### src/rtl/polygon_loader.sv
// Double-buffered vertex loader: assembles a polygon in a shadow bank and swaps it into the active bank on new_frame_in.
// Optional POLYGON_LOADER_BBOX_EN adds a bounding box that is tracked per polygon and swapped together with the banks.
module polygon_loader #(
    parameter int unsigned MAX_NUM_VERTICES = 8,
    parameter int unsigned COORD_WIDTH      = 32,
    localparam int unsigned CNT_W           = $clog2(MAX_NUM_VERTICES + 1)
) (
    input  logic                          clk_in,
    input  logic                          rst_in,
    input  logic                          vertex_valid_in,
    output logic                          vertex_ready_out,
    input  logic signed [COORD_WIDTH-1:0] vertex_x_in,
    input  logic signed [COORD_WIDTH-1:0] vertex_y_in,
    input  logic                          vertex_last_in,
    input  logic                          new_frame_in,
    output logic signed [COORD_WIDTH-1:0] poly_xs_out [MAX_NUM_VERTICES],
    output logic signed [COORD_WIDTH-1:0] poly_ys_out [MAX_NUM_VERTICES],
    output logic        [CNT_W-1:0]       num_points_out,
    output logic                          pending_out,
    output logic                          overflow_out,
    output logic                          degenerate_out
`ifdef POLYGON_LOADER_BBOX_EN
    ,
    output logic signed [COORD_WIDTH-1:0] bbox_xmin_out,
    output logic signed [COORD_WIDTH-1:0] bbox_xmax_out,
    output logic signed [COORD_WIDTH-1:0] bbox_ymin_out,
    output logic signed [COORD_WIDTH-1:0] bbox_ymax_out
`endif
);

    localparam int unsigned    IDX_W   = (MAX_NUM_VERTICES > 1) ? $clog2(MAX_NUM_VERTICES) : 1;
    localparam logic [CNT_W-1:0] MAX_CNT = CNT_W'(MAX_NUM_VERTICES);
    localparam logic [CNT_W-1:0] MIN_CNT = CNT_W'(3);

    typedef enum logic {
        ACCEPT  = 1'b0,
        PENDING = 1'b1
    } state_t;

    state_t state;
    state_t state_next;

    logic [CNT_W-1:0]              wr_idx;
    logic [CNT_W-1:0]              shadow_count;
    logic signed [COORD_WIDTH-1:0] shadow_xs [MAX_NUM_VERTICES];
    logic signed [COORD_WIDTH-1:0] shadow_ys [MAX_NUM_VERTICES];
    logic                          overflow_seen;

    logic             handshake;
    logic             store;
    logic             closing;
    logic             swap;
    logic             full;
    logic             keep;
    logic [CNT_W-1:0] close_count;

    assign full        = (wr_idx == MAX_CNT);
    assign close_count = full ? MAX_CNT : wr_idx + CNT_W'(1);
    assign keep        = (close_count >= MIN_CNT);

    always_ff @(posedge clk_in or negedge rst_in) begin
        if (!rst_in) begin
            state <= ACCEPT;
        end else begin
            state <= state_next;
        end
    end

    always_comb begin
        state_next       = state;
        vertex_ready_out = (state == ACCEPT);
        pending_out      = (state == PENDING);
        handshake        = vertex_valid_in && (state == ACCEPT);
        store            = handshake && !full;
        closing          = handshake && vertex_last_in;
        swap             = (state == PENDING) && new_frame_in;
        case (state)
            ACCEPT:  if (closing && keep) state_next = PENDING;
            PENDING: if (new_frame_in) state_next = ACCEPT;
            default: state_next = ACCEPT;
        endcase
    end

    always_ff @(posedge clk_in or negedge rst_in) begin
        if (!rst_in) begin
            wr_idx         <= '0;
            shadow_count   <= '0;
            overflow_seen  <= 1'b0;
            overflow_out   <= 1'b0;
            degenerate_out <= 1'b0;
            num_points_out <= '0;
            for (int unsigned i = 0; i < MAX_NUM_VERTICES; i++) begin
                shadow_xs[i]   <= '0;
                shadow_ys[i]   <= '0;
                poly_xs_out[i] <= '0;
                poly_ys_out[i] <= '0;
            end
        end else begin
            overflow_out   <= 1'b0;
            degenerate_out <= 1'b0;

            if (store) begin
                shadow_xs[wr_idx[IDX_W-1:0]] <= vertex_x_in;
                shadow_ys[wr_idx[IDX_W-1:0]] <= vertex_y_in;
                wr_idx                       <= wr_idx + CNT_W'(1);
            end

            if (handshake && full && !overflow_seen) begin
                overflow_out  <= 1'b1;
                overflow_seen <= 1'b1;
            end

            // Closing after the overflow update: a dropped last beat still pulses, then re-arms for the next polygon.
            if (closing) begin
                overflow_seen <= 1'b0;
                if (keep) begin
                    shadow_count <= close_count;
                end else begin
                    degenerate_out <= 1'b1;
                    wr_idx         <= '0;
                end
            end

            if (swap) begin
                for (int unsigned i = 0; i < MAX_NUM_VERTICES; i++) begin
                    poly_xs_out[i] <= shadow_xs[i];
                    poly_ys_out[i] <= shadow_ys[i];
                end
                num_points_out <= shadow_count;
                wr_idx         <= '0;
            end
        end
    end

`ifdef POLYGON_LOADER_BBOX_EN
    logic signed [COORD_WIDTH-1:0] shadow_xmin;
    logic signed [COORD_WIDTH-1:0] shadow_xmax;
    logic signed [COORD_WIDTH-1:0] shadow_ymin;
    logic signed [COORD_WIDTH-1:0] shadow_ymax;

    always_ff @(posedge clk_in or negedge rst_in) begin
        if (!rst_in) begin
            shadow_xmin   <= '0;
            shadow_xmax   <= '0;
            shadow_ymin   <= '0;
            shadow_ymax   <= '0;
            bbox_xmin_out <= '0;
            bbox_xmax_out <= '0;
            bbox_ymin_out <= '0;
            bbox_ymax_out <= '0;
        end else begin
            if (store) begin
                if (wr_idx == '0) begin
                    shadow_xmin <= vertex_x_in;
                    shadow_xmax <= vertex_x_in;
                    shadow_ymin <= vertex_y_in;
                    shadow_ymax <= vertex_y_in;
                end else begin
                    if (vertex_x_in < shadow_xmin) shadow_xmin <= vertex_x_in;
                    if (vertex_x_in > shadow_xmax) shadow_xmax <= vertex_x_in;
                    if (vertex_y_in < shadow_ymin) shadow_ymin <= vertex_y_in;
                    if (vertex_y_in > shadow_ymax) shadow_ymax <= vertex_y_in;
                end
            end
            if (swap) begin
                bbox_xmin_out <= shadow_xmin;
                bbox_xmax_out <= shadow_xmax;
                bbox_ymin_out <= shadow_ymin;
                bbox_ymax_out <= shadow_ymax;
            end
        end
    end
`endif

endmodule

### config.mk
export PLATFORM = sky130hd
export DESIGN_NAME = polygon_loader
export DESIGN_NICKNAME = d
export VERILOG_FILES = /design/src/rtl/polygon_loader.sv
export SDC_FILE = /design/constraint.sdc
export NUM_CORES = 2
export LEC_CHECK = 0
export CAP_MARGIN = 25
export CELL_PAD_IN_SITES_DETAIL_PLACEMENT = 0
export CELL_PAD_IN_SITES_GLOBAL_PLACEMENT = 1
export CORE_ASPECT_RATIO = 0.6
export CORE_MARGIN = 2
export CORE_UTILIZATION = 43
export CTS_BUF_LIST = sky130_fd_sc_hd__clkbuf_16
export DETAILED_ROUTE_END_ITERATION = 8
export GPL_TIMING_DRIVEN = 0
export PLACE_DENSITY = 0.87
export RECOVER_POWER = 100
export SYNTH_ARGS = -nofsm -noshare
export SYNTH_HDL_FRONTEND = slang
export SYNTH_SLANG_ARGS = --single-unit
### constraint.sdc
create_clock -name clk_in -period 2.5 [get_ports clk_in]
set_input_delay 0.5 -clock clk_in [delete_from_list [all_inputs] [get_ports clk_in]]
set_output_delay 0.5 -clock clk_in [all_outputs]
set_load 0.01 [all_outputs]
Word-level counts from Yosys, hierarchy flattened
Cells that the tools add are included.

cells by class
  mux-type cells = 17
  order comparisons = 3
  $add $sub $neg = 1
  equal/unequal tests = 1
  reductions and logical operators = 12
  bitwise gates (word level) = 2

operators with widths
  cell                 number
  $bwmux 256           2
  $demux 32 s3         1
  $mux 32              1
  $mux 4               5
  $logic_and 1x1->1    8
  $mux 1               7
  $add 4x1->4 const B  1
  $eq 4x4->1 const B   1
  $ge 4x2->1 const B   1
  $ge 4x4->1 const B   1
  $lt 4x1->1 const B   1
  $not 3->4            1
  $logic_not 1->1      2
  $pmux 1 s2           1
  $reduce_and 2->1     1
  $reduce_bool 2->1    1
  $not 1->1            1

storage, ports and cells
  output and inout bits = 520
  flip-flop bits (word level) = 1040
  word-level logic and storage cells = 75

Depth between registers and ports, before layout
  depth after elaboration = 7
  gate-level depth with buffers = 7
  gate-level depth less buffers = 6

Worst setup path after synthesis
Ideal clock, no wire load.

  kind = register -> register
  start point = register wr_idx[0]
  end point = register shadow_xs[160] (netlist bit)
  path slack = 476 ps
  data arrival time = 1896 ps
  stages on the path, launching flop included = 8
  period minus slack after synthesis = 2024 ps
  setup time = 128 ps
  path through = dfrtp_1 buf_2 inv_1 ha_1 a211oi_4 nand3_2 buf_2 mux2_1

on the way
  cells in the longest elaborated chain, start to end = 6

RTL lines
  what                                                                   line  RTL
  from (decl)                                                            43    logic [CNT_W-1:0] wr_idx;
  from (signal assigned)                                                 105   wr_idx <= wr_idx + CNT_W'(1);
  $not 3->4 (not written as such)                                        103   shadow_xs[wr_idx[IDX_W-1:0]] <= vertex_x_in;
  $ge 4x4->1 (not written as such) / $lt 4x1->1 (equally long branches)  103
  $logic_and 1x1->1 (not written as such)                                103
  $mux 32 (not written as such)                                          103
  $demux 32 s3                                                           103
  $bwmux 256                                                             103
  to (signal, indexed assignment)                                        103
  to (decl)                                                              45    logic signed [COORD_WIDTH-1:0] shadow_xs [MAX_NUM_VERTICES];

Parallel ways exist; a longest one is shown, timed or not.
A chain may end at the register's enable or synchronous reset.

Final worst setup path
  start point = register wr_idx[1]
  end point = register shadow_ys[206] (netlist bit)

on the way
  cells in the longest elaborated chain, start to end = 6

RTL lines
  what                                                                   line  RTL
  $not 3->4 (not written as such)                                        104   shadow_ys[wr_idx[IDX_W-1:0]] <= vertex_y_in;
  $ge 4x4->1 (not written as such) / $lt 4x1->1 (equally long branches)  104
  $logic_and 1x1->1 (not written as such)                                104
  $mux 32 (not written as such)                                          104
  $demux 32 s3                                                           104
  $bwmux 256                                                             104
  to (signal, indexed assignment)                                        104
  to (decl)                                                              46    logic signed [COORD_WIDTH-1:0] shadow_ys [MAX_NUM_VERTICES];

Parallel ways exist; a longest one is shown, timed or not.

==> impl_metrics.json <==
{
  "netlist.area_leader.share": 0.6731,
  "use_met3": 0.05614,
  "yosys.area.top_type": "dfrtp_1",
  "clkSinkCount": 1040,
  "grt_pass1_wl_um": 176400,
  "hold_slack_ps": 51.33,
  "yosysSeqAreaShare": 0.6731,
  "syn_inst": 3322,
  "cp-start-kind": "register",
  "violations": "slew limit",
  "relSlewSlack": -0.02222,
  "pwr-share-seq": 0.448,
  "drv_cap": 0,
  "rows": 85,
  "die_x_um": 391.1,
  "ios": 589,
  "seq_area_mm2": 0.02603,
  "root_buffer": "clkbuf_16",
  "drc_errors": 0,
  "cp-startpoint": "wr_idx[1]",
  "viasPerCell": 5.087,
  "r2r_start": "wr_idx[1]",
  "rsz0062_at_grt": "no",
  "synth_cell_types": 29,
  "n_fill_cell": 7647,
  "numCtsBuffers": 96,
  "switching_share": 0.3321,
  "drv_slew": 82,
  "timing.fmax_ghz": 0.4040,
  "skew_ps": 26.28,
  "antenna_found_initial": 6,
  "period_share": 0.9901,
  "insertion_delay_ps": 690,
  "syn-cell-area_mm2": 0.03867,
  "grtUsageMet2": 0.3632,
  "power_density_mw_per_mm2": 1294,
  "status": "finished with violations",
  "finalHoldViolCount": 0,
  "worstSetupEndpointType": "register",
  "overflow": 0,
  "p_int_mw": 42.81,
  "ys_seq_elements": 1040,
  "finalSetupViolCount": 0,
  "wl_per_cell_um": 22.45,
  "vias": 26930,
  "dieHeight_um": 236.3,
  "pwr-share-clk": 0.226,
  "gp_congestion": 0.8429,
  "nets": 4110,
  "layout_commonest_cell": "nand2_1",
  "cp.required_ps": 3060,
  "synth_nets": 3393,
  "min_path_type": "primary input to asynchronous set/reset pin",
  "portBuffers": 588,
  "ant_nets": 0,
  "grt-busiest-layer": "met1",
  "dieArea_mm2": 0.09242,
  "clockBufferDepth": 3,
  "ir_drop_mv": 0.5439,
  "fin_util": 0.5544,
  "syn2layout_area_growth_pct": 28.10,
  "clkTransAtPathRegs_ps": 60,
  "drt_iter0_markers": 2151,
  "final_cell_mix": "1553 x nand2_1, 1040 x dfrtp_1, 520 x dlygate4sd3_1, 493 x mux2_2, 97 x clkbuf_16",
  "syn_avg_cell_area_um2": 11.64,
  "period_minus_slack_ps": 2475,
  "power_switching_mw": 21.29,
  "criticalPathCategory": "register to register",
  "cts_tree": "done",
  "drt_pass1_iterations": 6,
  "drive_above_1_share": 0.1815,
  "power_leakage_nw": 25.07,
  "dp_hpwl_um": 85020,
  "multiInputGateArea_mm2": 0.01196,
  "routed_wl_um": 118800,
  "p_comb_frac": 0.326,
  "worst_pin_slew_ps": 1533,
  "cp.arrival_ps": 3030,
  "first_global_vias": 26530,
  "initial_core_util": 0.4328,
  "crit_path_max_fanout": 10,
  "htreeDepth": 3,
  "grt_use_met1": 0.4053,
  "synthTopCellsByArea": "dfrtp_1 67%, nand2_1 15%, mux2_2 14%",
  "coreArea_mm2": 0.08934,
  "grt_max_degree": 165,
  "track_usage": 0.2585,
  "yosys_warnings": 0
}
-- per-stage QoR --
step	setup slack, ps	instances	TNS [ps]	total power [mW]	cell area [um^2]
final	24.85	5293	0	64.10	49530
after detailed placement	-1269	5096	-625210	51.16	46320
after global routing	9.346	5290	0	67.75	49520
after global placement	-46280	5084	-	50.53	46020
after floorplan	476.1	3322	0	38.59	38670
after CTS	0.8651	5285	0	66.05	49550
-- cells in the mapped netlist (all sizes together) --
library cell and instances:
a211oi 1, a21oi 3, a2bb2oi 1, a32o 1, and2 1, and3b 1, buf 55, clkbuf 113
dfrtp 1040, ha 2, inv 4, mux2 514, mux2i 2, nand2 1554, nand2b 2, nand3 6
nand3b 1, nor2 6, nor2b 1, nor3 6, nor4b 1, o21ai 2, o21bai 1, xnor2 4
-- state kept, by name, summed over array words and instances, names as in the netlist --
name and cells:
poly_xs_out 256, poly_ys_out 256, shadow_xs 256, shadow_ys 256
num_points_out 4, shadow_count 4, wr_idx 4, degenerate_out 1
overflow_out 1, overflow_seen 1, pending_out 1
-- logic make-up after synthesis --
logic type,count (synthesis),share of synthesized area
buf+inv,172,0.01835
flops,1040,0.6731
mux,516,0.1502
simple gates,1579,0.1550
compound gates,9,0.001844
fa+ha+maj,2,0.0006471
xor+xnor,4,0.0009059
-- power groups by stage --
stage	logic, mW	registers [mW]	clock network [mW]
floorplan	8.85	29.7	0
global placement	21.4	29.1	0
detailed placement	22.1	29.0	0
CTS	22.4	28.8	14.8
global route	22.6	29.6	15.5
finish	20.9	28.7	14.5
-- per-layer routing --
| metal | wire (um) | up-vias | part of all wire |
|---|---|---|---|
| li1 | - | 12060 | - |
| met5 | 11 | - | 0.000093 |
| met4 | 2649 | 2 | 0.022 |
| met1 | 57910 | 13970 | 0.49 |
| met3 | 7624 | 155 | 0.064 |
| met2 | 50650 | 739 | 0.43 |
-- repair_timing --
action | CTS | global route
setup buffers | 14 | 5
hold endpoints to repair | 82 | 8
pin swaps | 4 | 2
gates resized for setup | 28 | 42
setup endpoints to repair | 590 | 345
-- final timing paths --
kind / to / slack, ps / cells past startpoint
setup / recovery: shadow_ys[206] / 20 / 9
hold / removal: shadow_ys[50] / 50 / 2
setup reg to reg: shadow_ys[206] / 20 / 9
hold reg to reg: overflow_out / 440 / 1
max in group asynchronous: poly_ys_out[95] / 370 / 4
min in group clk_in: overflow_out / 440 / 1
-- critical path, cell delays in order (launching register included) --
cell,delay (ps)
dfrtp_1,350
buf_2,240
inv_1,130
ha_1,250
a211oi_4,290
clkbuf_1,200
nand3_4,90
buf_12,160
clkbuf_2,290
mux2_2,360
-- final cells by class --
| class | count | share of cell area |
|---|---|---|
| clock inverters | 78 | 0.01255 |
| clock buffers | 97 | 0.04901 |
| inverters | 4 | 0.0003031 |
| multi-input cells | 2110 | 0.2414 |
| flip-flops and latches | 1040 | 0.5254 |
| plain buffers | 167 | 0.01513 |
| repair buffers | 620 | 0.1264 |
| diodes | 3 | 0.0001516 |
| well taps | 1174 | 0.02966 |
(Power assumes the default switching activity.)
